[config.mk]
export PLATFORM = sky130hd
export DESIGN_NAME = jtag_dma_burst
export DESIGN_NICKNAME = d
export VERILOG_FILES = /design/src/rtl/jtag_dma_burst.sv
export SDC_FILE = /design/constraint.sdc
export NUM_CORES = 1
export LEC_CHECK = 0
export CORE_MARGIN = 2
export CORE_UTILIZATION = 49
export CTS_CLUSTER_DIAMETER = 80
export DETAILED_ROUTE_END_ITERATION = 10
export MAX_ROUTING_LAYER = met4
export PLACE_DENSITY = 0.85
export SLEW_MARGIN = 20
export SYNTH_ARGS = -nofsm -noshare
export SYNTH_HDL_FRONTEND = slang
export SYNTH_SLANG_ARGS = --single-unit
export TNS_END_PERCENT = 20
[constraint.sdc]
create_clock -name clock -period 3.7 [get_ports clock]
set_input_delay 0.37 -clock clock [delete_from_list [all_inputs] [get_ports clock]]
set_output_delay 0.37 -clock clock [all_outputs]
set_load 0.05 [all_outputs]
[src/rtl/jtag_dma_burst.sv]
// DMA burst engine between the JTAG ping-pong buffer (system side) and the shared bus.
// Splits a command into bursts of up to MAX_BURST words, in both directions, with error abort.
module jtag_dma_burst #(
  parameter int BUFFER_DEPTH = 512,
  parameter int MAX_BURST    = 16,
  localparam int BA_W        = $clog2(BUFFER_DEPTH),
  localparam int CNT_W       = BA_W + 1
) (
  input  logic             clock,
  input  logic             reset,
  input  logic             cmd_valid,
  output logic             cmd_ready,
  input  logic             cmd_read_n_write,
  input  logic [31:0]      cmd_address,
  input  logic [BA_W-1:0]  cmd_buffer_base,
  input  logic [CNT_W-1:0] cmd_word_count,
  input  logic [3:0]       cmd_byte_enable,
  output logic             done,
  output logic             status_error,
  output logic [CNT_W-1:0] words_done,
  output logic [BA_W-1:0]  buffer_address,
  output logic             buffer_write_enable,
  output logic [31:0]      buffer_data_out,
  input  logic [31:0]      buffer_data_in,
  output logic             request,
  input  logic             granted,
  output logic [31:0]      address_dataOUT,
  output logic [3:0]       byte_enableOUT,
  output logic [7:0]       burst_sizeOUT,
  output logic             read_n_writeOUT,
  output logic             begin_transactionOUT,
  output logic             end_transactionOUT,
  output logic             data_validOUT,
  output logic             busyOUT,
  input  logic [31:0]      address_dataIN,
  input  logic             end_transactionIN,
  input  logic             data_validIN,
  input  logic             busyIN,
  input  logic             errorIN
);

  typedef enum logic [3:0] {
    S_IDLE, S_REQ, S_BEGIN, S_RDATA, S_WFETCH, S_WDATA, S_WEND, S_NEXT, S_ERR, S_DONE
  } state_t;

  state_t           r_state;
  state_t           w_state_next;

  logic             r_rnw;
  logic [31:0]      r_addr;
  logic [BA_W-1:0]  r_base;
  logic [CNT_W-1:0] r_count;
  logic [3:0]       r_be;
  logic [CNT_W-1:0] r_words_done;
  logic [8:0]       r_beat;
  logic [8:0]       r_len;
  logic             r_status_error;
  logic             r_wr_en;
  logic [BA_W-1:0]  r_wr_addr;
  logic [31:0]      r_wr_data;

  logic [CNT_W-1:0] w_remaining;
  logic [31:0]      w_rem32;
  logic [8:0]       w_len;
  logic [BA_W-1:0]  w_idx;
  logic             w_accept;
  logic             w_rd_beat;

  assign w_remaining = r_count - r_words_done;
  assign w_rem32     = 32'(w_remaining);
  assign w_len       = (w_rem32 > 32'(MAX_BURST)) ? 9'(MAX_BURST) : 9'(w_rem32);
  assign w_idx       = r_base + r_words_done[BA_W-1:0];
  assign w_accept    = (r_state == S_WDATA) && !busyIN && !errorIN;
  assign w_rd_beat   = (r_state == S_RDATA) && data_validIN && (r_beat < r_len) && !errorIN;

  assign status_error        = r_status_error;
  assign words_done          = r_words_done;
  assign buffer_write_enable = r_wr_en;
  assign buffer_data_out     = r_wr_data;
  assign busyOUT             = 1'b0;

  always_ff @(posedge clock or negedge reset) begin
    if (!reset) begin
      r_state <= S_IDLE;
    end else begin
      r_state <= w_state_next;
    end
  end

  // Command/datapath registers; buffer writes land one cycle after the bus beat.
  always_ff @(posedge clock or negedge reset) begin
    if (!reset) begin
      r_rnw          <= 1'b0;
      r_addr         <= 32'd0;
      r_base         <= '0;
      r_count        <= '0;
      r_be           <= 4'd0;
      r_words_done   <= '0;
      r_beat         <= 9'd0;
      r_len          <= 9'd0;
      r_status_error <= 1'b0;
      r_wr_en        <= 1'b0;
      r_wr_addr      <= '0;
      r_wr_data      <= 32'd0;
    end else begin
      r_wr_en <= 1'b0;
      case (r_state)
        S_IDLE: begin
          if (cmd_valid) begin
            r_rnw          <= cmd_read_n_write;
            r_addr         <= cmd_address;
            r_base         <= cmd_buffer_base;
            r_count        <= cmd_word_count;
            r_be           <= cmd_byte_enable;
            r_words_done   <= '0;
            r_status_error <= 1'b0;
          end
        end
        S_BEGIN: begin
          r_len  <= w_len;
          r_beat <= 9'd0;
          if (errorIN) r_status_error <= 1'b1;
        end
        S_RDATA: begin
          if (errorIN) begin
            r_status_error <= 1'b1;
          end else if (w_rd_beat) begin
            r_wr_en      <= 1'b1;
            r_wr_addr    <= w_idx;
            r_wr_data    <= address_dataIN;
            r_words_done <= r_words_done + CNT_W'(1);
            r_beat       <= r_beat + 9'd1;
          end
        end
        S_WFETCH: begin
          if (errorIN) r_status_error <= 1'b1;
        end
        S_WDATA: begin
          if (errorIN) begin
            r_status_error <= 1'b1;
          end else if (w_accept) begin
            r_words_done <= r_words_done + CNT_W'(1);
            r_beat       <= r_beat + 9'd1;
          end
        end
        S_NEXT: begin
          r_addr <= r_addr + {21'd0, r_len, 2'b00};
        end
        default: ;
      endcase
    end
  end

  always_comb begin
    w_state_next         = r_state;
    cmd_ready            = 1'b0;
    done                 = 1'b0;
    request              = 1'b0;
    buffer_address       = r_wr_addr;
    address_dataOUT      = 32'd0;
    byte_enableOUT       = 4'd0;
    burst_sizeOUT        = 8'd0;
    read_n_writeOUT      = 1'b0;
    begin_transactionOUT = 1'b0;
    end_transactionOUT   = 1'b0;
    data_validOUT        = 1'b0;
    case (r_state)
      S_IDLE: begin
        cmd_ready = 1'b1;
        if (cmd_valid) w_state_next = (cmd_word_count == '0) ? S_DONE : S_REQ;
      end
      S_REQ: begin
        request = 1'b1;
        if (granted) w_state_next = S_BEGIN;
      end
      S_BEGIN: begin
        request              = 1'b1;
        begin_transactionOUT = 1'b1;
        address_dataOUT      = r_addr;
        burst_sizeOUT        = 8'(w_len - 9'd1);
        read_n_writeOUT      = r_rnw;
        byte_enableOUT       = r_be;
        if (errorIN)    w_state_next = S_ERR;
        else if (r_rnw) w_state_next = S_RDATA;
        else            w_state_next = S_WFETCH;
      end
      S_RDATA: begin
        request = 1'b1;
        if (errorIN)                w_state_next = S_ERR;
        else if (end_transactionIN) w_state_next = S_NEXT;
      end
      S_WFETCH: begin
        request        = 1'b1;
        buffer_address = w_idx;
        w_state_next   = errorIN ? S_ERR : S_WDATA;
      end
      S_WDATA: begin
        // Look one word ahead on accept so the synchronous buffer streams without bubbles.
        request         = 1'b1;
        data_validOUT   = 1'b1;
        address_dataOUT = buffer_data_in;
        buffer_address  = w_accept ? (w_idx + BA_W'(1)) : w_idx;
        if (errorIN)                                  w_state_next = S_ERR;
        else if (!busyIN && (r_beat == r_len - 9'd1)) w_state_next = S_WEND;
      end
      S_WEND: begin
        request            = 1'b1;
        end_transactionOUT = 1'b1;
        w_state_next       = S_NEXT;
      end
      S_NEXT: begin
        w_state_next = (w_remaining != '0) ? S_BEGIN : S_DONE;
      end
      S_ERR: begin
        end_transactionOUT = !r_rnw;
        w_state_next       = S_DONE;
      end
      S_DONE: begin
        done         = 1'b1;
        w_state_next = S_IDLE;
      end
      default: w_state_next = S_IDLE;
    endcase
  end

endmodule

## After elaboration in Yosys (flattened, before gate mapping)

Index checks and enable logic that the tools add are counted.

- Bits in writable memories: 0
- Memories: 0
- Bits of input ports: 128
- Register bits: 131
- ROM bits: 0
- Output and inout bits: 105
- Bits in latches: 0

- $lt $le $gt $ge: 2
- Bitwise operators: 1
- Add/sub/neg operators: 8
- Div/mod/pow operators: 0
- Reduce and logical (&&, ||, !) cells: 25
- Mux-type cells: 44
- Equality and inequality tests: 19
- Shift-type cells: 0
- Multipliers: 0

Operators by type and width:

| operator | number |
|---|---|
| 32-bit case mux with 2 select lines | 2 |
| 9-bit two-way mux | 6 |
| 10-bit two-way mux | 5 |
| 4-bit two-way mux | 11 |
| 4-bit case mux with 9 select lines | 1 |
| 32-bit by 11-bit adder with 32-bit output | 1 |
| 32-bit two-way mux | 1 |
| 10-bit case mux with 3 select lines | 1 |
| 9-bit case mux with 3 select lines | 1 |
| 9-bit by 1-bit adder with 9-bit output (second input constant) | 2 |
| 9-bit case mux with 2 select lines | 1 |
| 4-bit by 3-bit == test with 1-bit output (second input constant) | 4 |
| 2-bit != test (second input constant) | 6 |
| 1-bit two-way mux | 11 |
| 10-bit by 1-bit adder with 10-bit output (second input constant) | 1 |
| 10-bit by 5-bit > comparator with 1-bit output (second input constant) | 1 |
| 10-bit zero test | 1 |
| 10-bit nonzero test | 1 |
| 10-bit subtractor | 1 |
| 9-bit adder | 1 |
| 9-bit == test | 1 |
| 9-bit < comparator | 1 |
| 9-bit by 1-bit subtractor with 9-bit output (second input constant) | 1 |
| 4-bit by 2-bit == test with 1-bit output (second input constant) | 2 |
| 22 further kinds | 35 |

## Depth between registers and ports, before layout

- Word-level depth: 7
- Depth in mapped cells: 14
- Depth with buffers taken out: 13

## Least setup slack after synthesis

No wires, ideal clock.

- Path kind: flip-flop to output port
- Start: reg r_words_done[0], in the netlist words_done[0]
- End: out burst_sizeOUT[4]
- Slack: -0.701 ns
- Arrival time: 4.031 ns
- Stages on the path, launching flop included: 13
- Cells stage by stage: dfrtp_1 > ha_1 > fa_1 > nor2b_1 > o2111ai_1 > a21o_1 > a221oi_1 > and4_1 > clkbuf_1 > nand2b_1 > ha_1 > nand2b_1 > o21ai_0

- Cells in the longest elaborated chain, start to end: 5

RTL lines:

| element | RTL line | source |
|---|---|---|
| start: declaration | 54 | `logic [CNT_W-1:0] r_words_done;` |
| start signal: assignment | 131 | `r_words_done <= r_words_done + CNT_W'(1);` |
| start signal: assignment | 142 | `r_words_done <= r_words_done + CNT_W'(1);` |
| 10-bit subtractor (*) | 69 | `assign w_remaining = r_count - r_words_done;` |
| 10-bit by 5-bit > comparator with 1-bit output | 71 | `assign w_len = (w_rem32 > 32'(MAX_BURST)) ? 9'(MAX_BURST) : 9'(w_rem32);` |
| 9-bit two-way mux (*) | 71 |  |
| 8-bit by 1-bit subtractor with 8-bit output (*) | 180 | `burst_sizeOUT = 8'(w_len - 9'd1);` |
| 8-bit two-way mux (*) | 167 | `case (r_state)` |
| end: declaration | 29 | `output logic [7:0] burst_sizeOUT,` |

Every way passes the cells marked *; elsewhere a longest branch is shown, timed or not.

## Final worst setup path

- Start: reg r_words_done[7], in the netlist words_done[7]
- End: out burst_sizeOUT[2]

- Cells in the longest elaborated chain, start to end: 5

RTL lines:

| element | RTL line |
|---|---|
| 10-bit subtractor | 69 |
| 10-bit by 5-bit > comparator with 1-bit output | 71 |
| 9-bit two-way mux | 71 |
| 8-bit by 1-bit subtractor with 8-bit output | 180 |
| 8-bit two-way mux | 167 |

Every way passes these cells.

==> metrics.md <==
| Metric | Value |
|---|---|
| First-iteration detailed-routing DRC count | 729 |
| Most common cell after layout, fill and taps aside | nand2_1 |
| Post-Syn Area | 8320 µm² |
| Post-synthesis cell count | 1,002 |
| First-pass detailed-route iteration total | 5 |
| Die X | 134 µm |
| Placed Area | 10,900 µm² |
| Hold crit path type | in2async |
| Final Cell Area | 11,700 µm² |
| Post-Syn Nets | 1,173 |
| NumNets Final | 1,411 |
| Grt ovf | 0 |
| Total Power | 9.83 mW |
| Via density | 5.80 |
| Internal power | 5.04 mW |
| Clk_lat worst skew | 0.43 ns |
| First-pass GRT wire length | 41,000 µm |
| Global Route Usage Sum | 29.3% |
| DP Wirelength | 18,500 µm |
| Layout cells sized above 1 | 12.9% |
| Worst path max stage delay | 0.38 ns |
| Worst-path cell chain | inv_1, ha_4, or2_2, a221oi_2, nand3_1, a221oi_2, and4_4, nand2b_1, ha_2, nand2b_1, mux2i_2, buf_12 |
| R2r setup slk | 0.65 ns |
| YS warnings | 0 |
| Kind of end point of the critical path | output port |
| Bufs and invs on worst path | 2 |
| Placement Setup Slack | 0.197 ns |
| Fillers | 1,243 |
| Die H | 134 µm |
| Cell variety after synth | 75 |
| Max Slew Vio Count | 0 |
| CTS Buffer Depth | 2 |
| Final setup vio count | 0 |
| Initial antenna violation count | 0 |
| H-tree depth | 4 |
| CP arrival | 3.29 ns |
| Actual slew at the worst max-slew pin | 0.995 ns |
| Max Cap Viol | 0 |
| Initial Utilization | 50.2% |
| # port buffers | 231 |
| Avg Cell Area, Syn | 8.31 µm² |
| PwrDens | 837 nW/µm² |
| Routed WL | 26,300 µm |
| CP Data Required Time | 3.33 ns |
| Area Growth Syn to Fin | 41.1% |
| Main synth FF type | dfrtp_1 |
| Post-DRT Antenna Nets | 0 |
| Final Skew | 0.0135 ns |
| Part of the power in registers | 25.9% |
| Top post-synthesis cells by area | dfrtp_1 39%, nand2_1 12%, ha_1 6.0%, o21ai_0 3.0%, a22o_1 2.9% |
| Worst ir drop on vdd | 0.517 mV |
| NetSw | 4.79 mW |
| Max_slew headroom | 33.0% |
| CP top delay family | simple AND/OR/NAND/NOR gates |
| Top-area cell type share of the netlist area | 39.4% |
| Residual DRC | 0 |
| Register area share after synthesis | 39.4% |
| Clk pin slew, worst setup/hold paths | 0.06 ns |
| Switch share | 48.7% |
| Clk sinks | 131 |
| Period utilization | 99.0% |
| Leakage power figure | 5.30 nW |
| Post-synthesis async set-or-reset flop share | 100% |
| CP max-delay cell | dfrtp_1 |
| Die Area | 18,000 µm² |
| Clock Power Share | 16.3% |
| CORE AREA | 16,600 µm² |
| Routed vias | 8,545 |
| Combinational Power Share | 57.8% |
| Status | finished clean |
| Vias in the first global route | 8,137 |
| Startpoint types | flop |
| Hold Worst Slack | 0.377 ns |
| Synthesized flop and latch total | 131 |
| Total CTS buffers | 17 |
| RD Place Congestion | 0.919 |
| Commonest cells after routing, fill and taps aside | 265 x nand2_1, 185 x clkdlybuf4s50_1, 131 x dfrtp_1 |
| Post-synth top area cell | dfrtp_1 |
| Maximum clock frequency | 0.273 GHz |
| CP Max Fanout | 6 |
| Clock Root Buffer | clkbuf_16 |
| TritonCTS clock tree | yes |
| Antenna diode count | 0 |
| Number of cell rows | 47 |
| RSZ-0062 raised after global routing | yes |
| Worst Setup Path Type | reg2out |
| Routed WL per cell | 17.9 µm |
| Setup WS post-layout | 0.0374 ns |
| Final Util | 70.8% |
| Number of synthesized flops with an enable pin | 0 |
| Min Clock Period, post-route | 3.66 ns |
| Largest net degree at the start of global routing | 107 |
| Ports | 233 |
| Final hold viol count | 0 |
## cells by family (layout without fill, tap and decap cells)
| logic type | Yosys count | in the layout | share of synthesized area (%) |
|---|---|---|---|
| adders and majority gates | 43 | 43 | 6.73 |
| other | 1 | 1 | 0.0450 |
| AOI/OAI and AO/OA | 214 | 214 | 18.3 |
| buffers and inverters | 83 | 334 | 4.00 |
| DFF | 131 | 131 | 39.4 |
| xor gates and xnor gates | 40 | 40 | 4.21 |
| and+or+nand+nor | 480 | 480 | 26.1 |
| muxes | 10 | 10 | 1.26 |
## metal layers
metal	share of wire [%]	routed length, µm	up-vias	GRT usage, %
li1	-	-	4028	-
met1	42	11100	4076	38.6
met2	49	12900	380	45.9
met3	6.7	1760	61	5.06
met4	2.2	586	0	10.2
met5	0	0	-	-
## registers in the layout, summed over array words and instances (netlist names)
signal and cells:
r_len 9, r_wr_addr 9, buffer_data_out 32, status_error 1
words_done 10, r_rnw 1, buffer_write_enable 1, r_count 10
r_be 4, r_beat 9, r_addr 32, r_base 9
r_state 4
## power by group through the flow
stage	clock network (mW)	logic, mW	registers (mW)
detailed placement	0	5.42	2.54
floorplan	0	3.08	3.02
CTS	1.63	5.53	2.52
finish	1.60	5.68	2.55
global placement	0	5.30	2.52
global route	1.68	6.08	2.61
## worst paths after layout
path | from | to | depth (start not counted)
max in group asynchronous | reset | r_beat[1] | 3
worst max-delay path | words_done[7] | burst_sizeOUT[2] | 12
min in group clock | address_dataIN[23] | buffer_data_out[23] | 3
worst min-delay path | reset | r_addr[5] | 2
worst max register to register | r_len[2] | r_addr[27] | 8
worst min register to register | r_be[0] | r_be[0] | 2
## Yosys cell counts, types with 22 or more instances
| cell | number |
|---|---|
| inv_1 | 29 |
| a21oi_1 | 25 |
| nand3_1 | 30 |
| nor2_1 | 65 |
| nand2_1 | 265 |
| dfrtp_1 | 131 |
| ha_1 | 40 |
| nor3_1 | 22 |
| xnor2_1 | 25 |
| clkbuf_1 | 40 |
| o21ai_0 | 50 |
| a22o_1 | 28 |
## area by class of cell
class	count	area, µm²	area share, %
inverter	31	116	0.991
clock buffer	17	425	3.62
timing repair buffer	271	2660	22.7
multi-input combinational	788	4860	41.4
clock inverter	15	131	1.12
tap	220	275	2.34
sequential	131	3280	27.9
## timing repair
action / in CTS / in global routing
setup buffers: 4 / 8
hold endpoints to repair: 0 / 23
pin swaps: 1 / 5
setup endpoints to repair: 5 / 9
hold buffers: 0 / 1
resized for setup: 9 / 17
## stage by stage
| step | std cells | TNS (ns) |
|---|---|---|
| 4_1_cts | 1463 | -0.00316 |
| 3_5_place_dp | 1427 | 0 |
| 6_report | 1473 | 0 |
| 3_3_place_gp | 1427 | 0 |
| 2_1_floorplan | 1002 | -0.727 |
| 5_1_grt | 1473 | -0.333 |
Power figures use the tool's default switching activity.
==> RTL edit 1, RTL diff (same flow settings) <==
The 10 states of `state_t` get a Gray code encoding in 4 bits.
--- a/src/rtl/jtag_dma_burst.sv
+++ b/src/rtl/jtag_dma_burst.sv
@@ -41,5 +41,5 @@
 
   typedef enum logic [3:0] {
-    S_IDLE, S_REQ, S_BEGIN, S_RDATA, S_WFETCH, S_WDATA, S_WEND, S_NEXT, S_ERR, S_DONE
+    S_IDLE = 4'b0000, S_REQ = 4'b0001, S_BEGIN = 4'b0011, S_RDATA = 4'b0010, S_WFETCH = 4'b0110, S_WDATA = 4'b0111, S_WEND = 4'b0101, S_NEXT = 4'b0100, S_ERR = 4'b1100, S_DONE = 4'b1101
   } state_t;
 
Function: same outputs for any inputs over 4 cycles, from zero or initial values and one cycle with reset low; so few cycles prove little.
==> RTL edit 1 against the unedited design <==
The run now ends with negative setup slack left; count of clock-buffer cells in the layout up 5; clock skew decreased by 0.0076 ns; sequential cell count stayed put; first-iteration DRC count down 18%; combinational power increased by 3%; cell area up 0.20%; routed wire length is 4.1% lower; sequential share of layout area about the same; area after synthesis shrank 0.39%; register-to-register slack got worse by 0.15 ns; sequential power shrank 2%; power is 2.6% higher; worst setup slack lost 0.19 ns; critical path type unchanged; largest power group unchanged.
==> RTL edit 1: results (changes against the unedited design) <==
The portion of the post-synthesis area used by sequential elements came out at 0.395 (+0.00155). The setup TNS came to -0.310 ns (-0.310 ns). The first-iteration detailed-routing DRC count came to 600 (-18%). The maximum number of pins on one net before global-route repair came out at 132 (+23%). The count of placed standard cells including taps is 1432 (+0.35%). The post-CTS setup buffer count is 1 (-3). The post-synthesis async set-or-reset flop share is 1.00 (unchanged). The total power came to 10100 uW (+2.6%). The static leakage came to 0.00527 uW (-0.68%). The global-route wire length before repair is 40400 um (-1.5%). The half-perimeter wire length after detailed placement is 17800 um (-3.5%).

The most critical setup path has its endpoint at burst_sizeOUT[4]. The ratio of cells with drive above 1 in the final layout came out at 0.127 (-0.00248). The post-synthesis share of cell area spent on xor and xnor gates came to 0.0539 (+0.0118). The relative slew slack is 0.499 (+0.169). The share of the synthesized area in compound gates (AO/OA/AOI/OAI) came out at 0.189 (+0.00570). The post-detailed-placement cell area is 0.0110 mm2 (+0.54%).

The power consumed by sequential cells is 2510 uW (-2%). The largest fanout on the critical path is 4 (-2). The total global-route track usage is 0.288 (-0.00478).

The number of global-route vias before repair came to 8079 (-0.71%). The adder-cell area share of the yosys netlist is 0.0688 (+0.00147). The count of instances resized after the clock tree is built is 23 (+14). The flow ran to the end, but the final reports show violations. The maximum resistive drop on vdd came out at 0.000473 V (-8.6%). The layout filler cell count came to 1236 (-0.56%).

In this run the critical register-to-register path is captured at r_addr[14]. The internal power of the cells is 5330 uW (+5.7%). The internal reg-to-reg setup slack is 0.50 ns (-0.15 ns). The number of standard cells after synthesis was 1000 (-0.20%).

By count the netlist is led by nand2_1 (241), dfrtp_1 (131), nor2_1 (82). In this run the worst hold path is classified as in -> async. The critical path data arrival time came out at 3.48 ns (+0.19 ns).

The routed wirelength normalized by instance count is 17.2 um (-3.7%). The post-synthesis net count is 1171 (-0.17%). In the post-synthesis netlist, the biggest area contributors are dfrtp_1 (40%), nand2_1 (11%), ha_1 (6.0%). The count of input and output buffers came out at 231 (unchanged).

The final reports fail on negative setup slack. The origin of the worst setup path is words_done[0]. The number of cells on the worst reg-to-reg path is 11 (+3).

The worst-case setup margin in the final layout was -0.151 ns (-0.188 ns). The power share of the clock group is 0.172 (+0.009). The overall die area is 0.0180 mm2 (-0.38%). The setup clock skew after layout came to 0.00593 ns (-0.00760 ns). The portion of netlist area occupied by mux cells is 0.0145 (+0.00186). The number of setup violations in the final report came out at 3 (+3). In this run the critical register-to-register path is launched from r_len[0]. The via density per instance is 5.66 (-2.4%). The total detailed-routing wirelength came out at 25200 um (-4.1%). The final worst hold slack is 0.0275 ns (-0.349 ns). The placer's final routability congestion estimate came to 0.897 (-2.4%).
-- RTL edit 1: worst max-delay path, stage by stage (launching register included) --
cell	delay (ns)
dfrtp_2	0.42
ha_4	0.17
fa_2	0.37
nand2b_4	0.17
a21oi_4	0.16
o221a_4	0.24
xnor2_2	0.11
a31oi_1	0.10
a211o_1	0.34
or2_4	0.27
ha_4	0.18
and3_4	0.15
o21ai_4	0.14
o22ai_4	0.08
buf_6	0.15
-- RTL edit 1: layout make-up --
type                            count  area, um2  share of cell area
Multi-Input combinational cell    777       4860               0.413
Clock inverter                     10        130              0.0111
Sequential cell                   131       3280               0.279
Timing Repair Buffer              263       2580               0.220
Clock buffer                       22        474              0.0403
Inverter                           43        161              0.0137
Tap cell                          220        275              0.0234
-- RTL edit 1: routing by layer --
metal | routed length [um] | GRT usage | share of wire
met2 | 12800 | 0.485 | 0.51
met1 | 10300 | 0.354 | 0.41
met5 | 0 | - | 0
met3 | 1510 | 0.0506 | 0.060
met4 | 687 | 0.0942 | 0.027
==> RTL edit 2, RTL diff (same flow settings) <==
Without the edit above. Set the parameter `BUFFER_DEPTH` to 2048 (it was 512).
--- a/src/rtl/jtag_dma_burst.sv
+++ b/src/rtl/jtag_dma_burst.sv
@@ -2,5 +2,5 @@
 // Splits a command into bursts of up to MAX_BURST words, in both directions, with error abort.
 module jtag_dma_burst #(
-  parameter int BUFFER_DEPTH = 512,
+  parameter int BUFFER_DEPTH = 2048,
   parameter int MAX_BURST    = 16,
   localparam int BA_W        = $clog2(BUFFER_DEPTH),
Interface: changed (resized buffer_address, cmd_buffer_base, cmd_word_count and words_done); port bits go from 233 to 241. The function was not compared with the original's and may differ.
==> RTL edit 2 against the unedited design <==
The run now ends with negative setup slack left; first-iteration DRC count is 4.4% higher; sequential share of layout area decreased by 1.4 points; critical path depth is 2 higher; power is 14% higher; worst setup slack worse by 0.16 ns; area after synthesis increased by 7.2%; cell area grew 12%; routed wire length increased by 12%; sequential cell count is 8 higher; sequential power increased by 3%; clock skew shrank 0.0025 ns; critical endpoint unchanged.
==> RTL edit 2: results (changes against the unedited design) <==
The run finished, with violations left. The final reports fail on negative setup slack. The total global-route track usage is 0.311 (+0.0175). The endpoint identified for the worst register-to-register timing path is r_state[0]. The maximum number of pins on one net before global-route repair came to 109 (+1.9%). Counting instances in the post-synthesis netlist gives the leading cell types as nand2_1 (288), dfrtp_1 (139), nor2_1 (66).

The number of cells on the worst reg-to-reg path came out at 14 (+6). The largest stage delay on the critical path is 0.41 ns (+0.03 ns). The worst hold path class is in -> async.

The portion of the post-synthesis area used by sequential elements was 0.390 (-0.00385). The maximum resistive drop on vdd is 0.000675 V (+30%). The setup clock skew after layout came to 0.0110 ns (-0.00254 ns).

The number of distinct library cell variants in the gate-level netlist after synthesis is 71 (-5.3%). The count of input and output buffers is 239 (+3.5%). The half-perimeter wire length after detailed placement was 21000 um (+13%). The critical path data arrival time is 3.46 ns (+0.17 ns).

The ratio of cells with drive above 1 in the final layout is 0.145 (+0.0154). The final-stage net count is 1523 (+7.9%). The total number of yosys warnings came out at 0 (unchanged). The layout filler cell count came out at 1257 (+1.1%). The count of vias placed by the detailed router is 9355 (+9.5%). The met3 routing resource usage after global routing was 0.0649 (+0.0143).

The reg-to-reg startpoint is words_done[0]. The first-iteration detailed-routing DRC count is 761 (+4.4%). The relative slew slack came out at 0.430 (+0.0998).

The post-synthesis net count is 1260 (+7.4%). The total detailed-routing wirelength is 29400 um (+12%). The number of optimization iterations in the first detailed-route pass came to 6 (+1). The placer's final routability congestion estimate is 0.918 (-0.14%). The worst-case setup margin in the final layout is -0.126 ns (-0.163 ns). The internal reg-to-reg setup slack came out at 0.30 ns (-0.35 ns).

The average cell area after synthesis is 8.25 um2 (-0.68%). The met1 demand-to-capacity share in global routing is 0.390 (+0.00425). The clock network latency to the later pin of the worst-skew pair came to 0.43 ns (about the same). The number of setup violations in the final report came out at 6 (+6).

Ranked by total cell area, the synthesized netlist is headed by dfrtp_1 (39%), nand2_1 (12%), ha_1 (6.2%). The global-route wire length before repair is 47100 um (+15%). The number of standard cells in the layout, taps in and fillers out is 1584 (+7.5%). The number of global-route vias before repair was 9242 (+14%).

The static leakage was 0.00578 uW (+9.1%).
-- RTL edit 2: cell count changes in the layout (fill, tap and decap cells not counted), sizes merged, moves of 8 or more --
cell,change
nand2,+24
buf,+19
nor4,+9
xor2,+9
dfrtp,+8
-- RTL edit 2: how the worst min path moves through the flow --
| stage | from | end | cells past startpoint |
|---|---|---|---|
| after floorplan | reset | buffer_data_out[0] | 0 |
| after global placement | r_be[3] | r_be[3] | 2 |
| after detailed placement | buffer_data_out[12] | buffer_data_out[12] | 2 |
| after CTS | reset | r_count[9] | 1 |
| after global routing | reset | r_addr[1] | 2 |
| final | reset | r_addr[0] | 2 |
-- RTL edit 2: cell type report --
type                       instances  share of cell area
clock buffer                      22              0.0362
clock inverter                     8             0.00534
inverter                          41              0.0117
multi-input combinational        849               0.408
sequential                       139               0.265
tap                              229              0.0218
timing repair buffer             296               0.252
-- RTL edit 2: logic make-up after synthesis --
| kind of cell | synth area share |
|---|---|
| simple gates | 0.261 |
| compound gates | 0.179 |
| flops | 0.390 |
| buf+inv | 0.0412 |
| xor+xnor | 0.0520 |
| fa+ha+maj | 0.0685 |
| mux | 0.00715 |
| other cells | 0.000420 |
-- RTL edit 2: power by group --
part	switching [uW]	internal (uW)
sequential	505	2120
clock	651	963
combinational	4180	2820
-- RTL edit 2: worst max-delay path, delay by kind of cell (launching register included) --
family                   cells  cell delay [ns]
AND/OR/NAND/NOR              5             0.80
adder cells (fa/ha/maj)      3             0.73
AO/OA/AOI/OAI                3             0.52
flip-flops                   1             0.41
XOR/XNOR                     1             0.23
multiplexers                 1             0.18
buffers and inverters        1             0.16
-- RTL edit 2: per-stage QoR --
stage | util | instance area [um2] | setup slack, ns | hold slack, ns | setup TNS (ns)
after detailed placement | 0.680 | 12200 | -0.0387 | 0.462 | -0.0690
after CTS | 0.728 | 13000 | -0.0877 | 0.128 | -0.221
after floorplan | - | 8950 | -0.406 | 0.0744 | -1.24
after global routing | 0.733 | 13100 | -0.247 | 0.470 | -1.50
after global placement | 0.680 | 12200 | 0.0489 | 0.454 | 0
final | 0.733 | 13100 | -0.126 | 0.418 | -0.515
-- RTL edit 2: per-layer routing --
layer  up-vias  part of all wire
met1      4461              0.41
li1       4322                 -
met3        66             0.084
met5         -                 0
met2       506              0.47
met4         0             0.031
-- RTL edit 2: repair_timing --
action | CTS | global route
buffers inserted | 15 | 1
hold endpoints to repair | 0 | 43
resized for setup | 50 | 9
pin swaps | 19 | 8
setup endpoints to repair | 9 | 11
cloned | 0 | 0
hold buffers | 0 | 1
